File: config.mk
export PLATFORM = sky130hd
export DESIGN_NAME = alu_arbiter
export DESIGN_NICKNAME = d
export VERILOG_FILES = /design/src/rtl/alu_pkg.sv /design/src/rtl/rr_arbiter.sv /design/src/rtl/alu_arbiter.sv
export SDC_FILE = /design/constraint.sdc
export NUM_CORES = 1
export LEC_CHECK = 0
export CAP_MARGIN = 20
export CORE_UTILIZATION = 49
export CTS_BUF_LIST = sky130_fd_sc_hd__clkbuf_2 sky130_fd_sc_hd__clkbuf_4 sky130_fd_sc_hd__clkbuf_8
export CTS_CLUSTER_SIZE = 16
export DETAILED_ROUTE_END_ITERATION = 10
export PLACE_DENSITY = 0.94
export SETUP_SLACK_MARGIN = 0.1
export SLEW_MARGIN = 40
export SYNTH_ARGS = -nofsm -noshare
export SYNTH_HDL_FRONTEND = slang
export SYNTH_SLANG_ARGS = --single-unit
export TNS_END_PERCENT = 50
File: constraint.sdc
create_clock -name clk -period 6.4 [get_ports clk]
set_input_delay 1.28 -clock clk [delete_from_list [all_inputs] [get_ports clk]]
set_output_delay 1.28 -clock clk [all_outputs]
set_load 0.005 [all_outputs]
File: src/rtl/alu_pkg.sv
// alu_pkg: opcode and arbiter state encodings shared by the ALU arbiter files
package alu_pkg;

    typedef enum logic [1:0] {
        OP_ADD = 2'b00,
        OP_SUB = 2'b01,
        OP_MUL = 2'b10,
        OP_RSV = 2'b11
    } op_e;

    typedef enum logic [2:0] {
        IDLE,
        SEND_X,
        SEND_Y,
        WAIT,
        WAIT2,
        RESP
    } state_e;

endpackage

File: src/rtl/rr_arbiter.sv
// rr_arbiter: combinational round-robin pick, scanning upward from ptr+1 with wrap
module rr_arbiter #(
    parameter int N = 4
) (
    input  logic [N-1:0]         req,
    input  logic [$clog2(N)-1:0] ptr,
    output logic [N-1:0]         pick,
    output logic                 any
);
    localparam int PW = $clog2(N);

    logic [PW-1:0] idx;

    // first requester found after the last winner gets the one-hot pick
    always_comb begin
        pick = '0;
        idx  = '0;
        for (int i = 1; i <= N; i++) begin
            idx = PW'((int'(ptr) + i) % N);
            if (req[idx] && pick == '0) pick[idx] = 1'b1;
        end
    end

    assign any = |req;

endmodule

File: src/rtl/alu_arbiter.sv
// alu_arbiter: round-robin share of one serial-operand ALU; ALU_ARB_TIMEOUT_EN adds a per-word result timeout
module alu_arbiter
    import alu_pkg::*;
#(
    parameter int W       = 8,
    parameter int N       = 4,
    parameter int TIMEOUT = 64
) (
    input  logic                 clk,
    input  logic                 rst,
    input  logic [N-1:0]         req,
    input  logic [2*N-1:0]       req_op,
    input  logic [W*N-1:0]       req_x,
    input  logic [W*N-1:0]       req_y,
    output logic [N-1:0]         gnt,
    output logic                 rsp_valid,
    output logic [$clog2(N)-1:0] rsp_id,
    output logic [W-1:0]         rsp_hi,
    output logic [W-1:0]         rsp_lo,
    output logic                 rsp_err,
    output logic                 alu_valid,
    output logic [1:0]           alu_op,
    output logic [W-1:0]         alu_in,
    input  logic [W-1:0]         alu_o,
    input  logic                 alu_ready
);
    localparam int PW = $clog2(N);

    if (N < 2 || N > 8 || TIMEOUT < 1) begin : g_bad_cfg
        $error("alu_arbiter: N must be 2..8 and TIMEOUT at least 1");
    end

    state_e        state, state_nx;
    logic [PW-1:0] ptr, id_r, k;
    op_e           op_r;
    logic [W-1:0]  y_r, hi_r;
    logic [N-1:0]  pick;
    logic          any, grant, waiting, ready_acc, expired, busy_nx;
    logic [1:0]    sel_op;
    logic [W-1:0]  sel_x, sel_y;

    rr_arbiter #(.N(N)) u_rr (
        .req  (req),
        .ptr  (ptr),
        .pick (pick),
        .any  (any)
    );

    // binary index of the one-hot pick, used to select the winner's operands
    always_comb begin
        k = '0;
        for (int i = 0; i < N; i++) if (pick[i]) k = PW'(i);
    end

    assign sel_op    = req_op[2*k +: 2];
    assign sel_x     = req_x[W*k +: W];
    assign sel_y     = req_y[W*k +: W];
    assign grant     = state == IDLE && any;
    assign gnt       = (grant && rst) ? pick : '0;
    assign waiting   = state == WAIT || state == WAIT2;
    assign ready_acc = waiting && alu_ready;
    assign busy_nx   = state_nx == SEND_X || state_nx == SEND_Y || state_nx == WAIT || state_nx == WAIT2;

`ifdef ALU_ARB_TIMEOUT_EN
    localparam int CW = $clog2(TIMEOUT + 1);

    logic [CW-1:0] cnt;

    // cycles spent waiting for the current result word
    always_ff @(posedge clk or negedge rst) begin
        if (!rst) cnt <= '0;
        else cnt <= (state == SEND_Y || ready_acc) ? '0 : waiting ? cnt + CW'(1) : cnt;
    end

    assign expired = waiting && cnt == CW'(TIMEOUT - 1);
`else
    assign expired = 1'b0;
`endif

    // next-state decode for the grant / send / wait / respond sequence
    always_comb begin
        state_nx = state;
        case (state)
            IDLE:    if (any) state_nx = (op_e'(sel_op) == OP_RSV) ? RESP : SEND_X;
            SEND_X:  state_nx = SEND_Y;
            SEND_Y:  state_nx = WAIT;
            WAIT:    if (alu_ready) state_nx = (op_r == OP_MUL) ? WAIT2 : RESP;
                     else if (expired) state_nx = RESP;
            WAIT2:   if (alu_ready || expired) state_nx = RESP;
            RESP:    state_nx = IDLE;
            default: state_nx = IDLE;
        endcase
    end

    // state, captured request and registered outputs, all derived from the next state
    always_ff @(posedge clk or negedge rst) begin
        if (!rst) begin
            state     <= IDLE;
            ptr       <= PW'(N - 1);
            id_r      <= '0;
            op_r      <= OP_ADD;
            y_r       <= '0;
            hi_r      <= '0;
            alu_valid <= 1'b0;
            alu_op    <= '0;
            alu_in    <= '0;
            rsp_valid <= 1'b0;
            rsp_id    <= '0;
            rsp_hi    <= '0;
            rsp_lo    <= '0;
            rsp_err   <= 1'b0;
        end else begin
            state <= state_nx;
            if (grant) begin
                ptr  <= k;
                id_r <= k;
                op_r <= op_e'(sel_op);
                y_r  <= sel_y;
                hi_r <= '0;
            end
            if (state == WAIT && alu_ready && op_r == OP_MUL) hi_r <= alu_o;
            alu_valid <= state_nx == SEND_X;
            alu_op    <= busy_nx ? (state == IDLE ? sel_op : op_r) : 2'b00;
            alu_in    <= state_nx == SEND_X ? sel_x : state_nx == SEND_Y ? y_r : '0;
            rsp_valid <= state_nx == RESP;
            rsp_id    <= state_nx == RESP ? (state == IDLE ? k : id_r) : '0;
            rsp_hi    <= (state_nx == RESP && state == WAIT2) ? hi_r : '0;
            rsp_lo    <= (state_nx == RESP && ready_acc) ? alu_o : '0;
            rsp_err   <= state_nx == RESP && !ready_acc;
        end
    end

endmodule

Yosys cells after proc, flatten, opt, wreduce, memory -nomap -nowiden --
Cells that the tools add are included.
Operators by class: $add $sub $neg 4, $mul 0, divide/modulo/power cells 0, $lt $le $gt $ge 8, equal/unequal tests 11, shift operators 3, muxes and demuxes 40, bitwise gates (word level) 3, reduce and logical (&&, ||, !) cells 26
Operators with widths (count):
- variable part select 32 x 6 -> 8 bit | 2
- two-way mux 8 bit | 6
- two-way mux 4 bit | 5
- logical AND 1 bit | 15
- case mux 3 bit (5 select lines) | 1
- == test 3 x 2 -> 1 bit, second input constant | 4
- zero test 4 bit | 3
- < comparator 2 x 3 -> 1 bit, second input constant | 4
- two-way mux 2 bit | 6
- two-way mux 3 bit | 4
- bitwise OR 4 bit | 3
- two-way mux 1 bit | 10
- == test 3 bit, second input constant | 3
- binary-select mux 1 bit (select 2 bit) | 4
- demux 1 bit (select 2 bit) | 4
- greater-or-equal comparator 2 x 1 -> 1 bit, second input constant | 4
- variable part select 8 x 4 -> 2 bit | 1
- == test 3 x 1 -> 1 bit, second input constant | 2
- adder 2 x 1 -> 2 bit, second input constant | 2
- adder 2 bit, second input constant | 2
- == test 2 bit, second input constant | 2
- logical OR 1 bit | 4
- OR reduction 4 bit | 1
- zero test 3 bit | 1
- 2 further kinds | 2
Word-level totals: register bits 56, bits in latches 0, RAM bits 0, bits in read-only memories 0, output and inout port bits 35, logic and storage cells 109, memories kept 0

Depth between registers and ports, before layout --
depth in word-level cells 28, mapped depth 14, depth with buffers taken out 11

Modules after synthesis --
From an unflattened synthesis, not the netlist that was laid out.
Unflattened totals: cell total of the unflattened synthesis 319, area total of the unflattened synthesis 3174.3 um^2
By module, submodules not included:
- alu_arbiter | times used 1, cells an instance 263, area an instance 2703.8 um^2, sequential area each 1403.8 um^2
- rr_arbiter | times used 1, cells an instance 56, area an instance 470.5 um^2, sequential area each 0.0 um^2

Least setup slack after synthesis --
No wires, ideal clock.
kind input to output, from in req[2], to out gnt[3], arrival time 2.983 ns, slack 2.137 ns, cell stages on the path 8, cell sequence mux4_2 > buf_6 > o21ai_0 > and4_4 > a41o_1 > buf_2 > clkbuf_1 > nor2b_1
On the way: cells in the longest elaborated chain, start to end 13
Ends and longest elaborated chain:
- start: declaration | RTL line alu_arbiter.sv:11 | input logic [N-1:0] req,
- binary-select mux 1 bit (select 2 bit) | RTL line rr_arbiter.sv:20 | if (req[idx] && pick == '0) pick[idx] = 1'b1;
- two-way mux 1 bit (implied by the code) | RTL line rr_arbiter.sv:20
- two-way mux 4 bit | RTL line rr_arbiter.sv:20
- zero test 4 bit | RTL line rr_arbiter.sv:20
- logical AND 1 bit | RTL line rr_arbiter.sv:20
- two-way mux 4 bit | RTL line rr_arbiter.sv:20
- zero test 4 bit | RTL line rr_arbiter.sv:20
- logical AND 1 bit | RTL line rr_arbiter.sv:20
- two-way mux 4 bit | RTL line rr_arbiter.sv:20
- zero test 4 bit | RTL line rr_arbiter.sv:20
- logical AND 1 bit | RTL line rr_arbiter.sv:20
- two-way mux 4 bit | RTL line rr_arbiter.sv:20
- two-way mux 4 bit * | RTL line alu_arbiter.sv:59 | assign gnt = (grant && rst) ? pick : '0;
- end: declaration | RTL line alu_arbiter.sv:15 | output logic [N-1:0] gnt,
Every way passes the cells marked *; elsewhere a longest branch is shown, timed or not. The select of a mux whose other input is x is not followed.

Worst setup path after layout --
from in req[1], to out gnt[1]
The elaborated chain is that of the path after synthesis.

==> reports/summary.txt <==
Crit-path max cell delay -> 0.60 ns
Hold Fails Final Rpt -> 0
# H-tree levels -> 2
Storage element area -> 1400 um2
Core area -> 6060 um2
Nets@finish -> 522
FF-to-FF End -> alu_in[0]$_DFF_PN0_
R2r setup slk -> 2.34 ns
Req. time, crit path -> 5.12 ns
Status -> completed
Vias in the first global route -> 2747
Worst-path clk slew -> 0.10 ns
GRT Util Overall -> 26.7%
WP buf/inv -> 2
Rel. slew slack -> 48.4%
Min-delay src -> hi_r[6]$_DFFE_PN0P_
Die W -> 82.1 um
Diodes inserted -> 0
Post-Layout Cell Count -> 503
Synthesized cell area -> 3150 um2
Final min period -> 5.45 ns
DIE HEIGHT -> 82.1 um
Post-DP HPWL -> 6730 um
CP max-delay cell -> mux4_2
Routed len/inst -> 17.5 um
Worst setup EP type -> output port
Filler instances -> 427
Synth-to-Final Area Change -> 42.9%
Unique cell type count in the Yosys netlist -> 54
Final setup viols -> 0
Overflow after GRT -> 0
Hold buffer count at cts -> 0
# rows -> 28
Slew Limit Fails -> 0
Sequential-to-total area share from yosys stat -> 44.6%
Max VDD drop -> 0.401 mV
Syn_area_per_cell -> 10.1 um2
Setup TNS -> 0 ns
Max-cap viol count -> 0
Hold crit path type -> reg2reg
Vias/cell -> 5.91
Placed Cells incl. Taps -> 495
Period utilization -> 85.1%
WS Path Type -> in2out
Worst Hold Path EP -> rsp_hi[6]$_DFF_PN0_
DR vias -> 2971
Cells after Synth -> 312
I/O Buffers -> 121
Main synth FF type -> dfrtp_1
Worst setup SP type -> primary input
PwrDens -> 504 nW/um2
Postcts setup bufs -> 0
Synth Net Count -> 407
Worst Tran Pin Value -> 0.772 ns
First-pass DRT Iterations -> 4
Warning count from the yosys run -> 0
Gpl congestion -> 0.934
Synth async-reset ratio -> 100%
Final WL -> 8820 um
Antenna Nets Post-Route -> 0
Clk sinks -> 56
Cells along the critical path -> clkdlybuf4s50_1 > mux4_2 > a21o_1 > o211ai_1 > and3_1 > a21o_1 > nor2b_1 > clkdlybuf4s50_1
Largest net degree at the start of global routing -> 57
EDFF count, synth -> 0
Multi-input logic area -> 1650 um2
#FFs+latches synth -> 56
Leakage power -> 1.95 nW
Clock root buffer -> clkbuf_8
Worst Path Max Fanout -> 15
Cts bufs inserted -> 5
I/O pins -> 122
Share of layout cells above drive strength 1 -> 6.54%
Critical R2R Launch -> ptr[0]$_DFFE_PN1P_
Fmax -> 0.184 GHz
Die area -> 6750 um2
Unrepaired setup endpoints after global routing -> no
Family with the most delay on the worst path -> buffers and inverters
Violation count after the first detailed-routing iteration -> 189
Hold path depth -> 1
# DRC -> 0
CTS-repair resized insts -> 0
First-pass GRT wire length -> 13400 um
Initial cell density of the core -> 51.9%
Initial antenna violation count -> 0
Clock Latency Late Sink -> 0.31 ns
Crit path DAT -> 4.17 ns
Worst reg2reg path depth -> 10
CTS tree -> built
Maximum clock insertion buffer count -> 2
Final Skew -> 0.00856 ns
==> final cells by class <==
type | instances | area share (%)
multi-input combinational | 232 | 36.7
sequential | 56 | 31.2
timing repair buffer | 124 | 27.3
tap | 75 | 2.09
clock buffer | 6 | 1.70
inverter | 8 | 0.668
clock inverter | 2 | 0.362
==> logic make-up after synthesis <==
logic type      Yosys count  synth area share (%)
compound gates          111                  24.9
simple gates             97                  17.3
flops                    56                  44.6
buf+inv                  24                  3.42
mux                      15                  6.36
fa+ha+maj                 8                  3.18
xor+xnor                  1                 0.278
==> worst max path at each step <==
| stage | from | to | slack [ns] | depth (start not counted) |
|---|---|---|---|---|
| after floorplan | req[2] | gnt[3] | 2.14 | 8 |
| final | req[1] | gnt[1] | 0.95 | 8 |
| after detailed placement | req[0] | gnt[1] | 0.95 | 8 |
| after global placement | req[1] | gnt[1] | 1.02 | 8 |
| after CTS | req[1] | gnt[1] | 0.95 | 8 |
| after global routing | req[0] | gnt[1] | 0.73 | 8 |
==> cells in the final DEF (no fill, tap or decap), types with 4 or more instances in the layout <==
master / count
inv_1: 8
clkbuf_8: 5
a22o_1: 17
a21oi_1: 14
nand3_1: 6
a211oi_1: 10
and3_1: 8
nor2b_1: 5
dfrtp_1: 54
nor2_1: 15
ha_1: 8
clkdlybuf4s50_1: 120
mux4_2: 4
a22oi_1: 17
a21o_1: 6
o21ai_0: 22
mux2i_1: 11
and2_1: 17
nand2_1: 21
==> sequential cells by signal (all words and copies together) (netlist names), 3 cells and up <==
name and cells:
alu_in 8, hi_r 8, rsp_hi 8, state 3, y_r 8, rsp_lo 8
==> synth_stat cells (all sizes together), types with 8 or more instances <==
cell,count,share of area [%]
a211oi,10,2.4
a21oi,14,2.2
a22o,17,4.7
a22oi,17,4.1
and2,17,3.4
and3,8,1.6
clkbuf,11,1.3
dfrtp,54,43
ha,8,3.2
inv,8,0.95
mux2i,11,3.5
nand2,22,2.9
nor2,17,2.3
o21ai,22,3.5
==> through the flow <==
step | hold slack [ns] | setup WS (ns) | power [mW] | util (%) | cell area (um2)
after global placement | 0.463 | 1.02 | 1.99 | 72.5 | 4390
after floorplan | 0.450 | 2.14 | 1.64 | - | 3150
after global routing | 0.530 | 0.734 | 2.46 | 74.2 | 4500
final | 0.496 | 0.952 | 2.27 | 74.2 | 4500
after CTS | 0.497 | 0.946 | 2.25 | 74.2 | 4500
after detailed placement | 0.480 | 0.953 | 2.05 | 72.6 | 4400
==> metal layers <==
layer / track usage (%) / part of all wire, %
met3: 4.73 / 7.6
met2: 45.2 / 51
met5: 0 / 0
met1: 34.0 / 39
met4: 10.2 / 2.9
==> report_power, final <==
part	total, mW	leakage (nW)	internal [mW]	switching (mW)
Combinational	1.51	1.17	0.642	0.865
Clock	0.194	0.0448	0.0823	0.112
Sequential	0.565	0.736	0.472	0.0931
No activity file was read; power rests on OpenSTA's default activity.
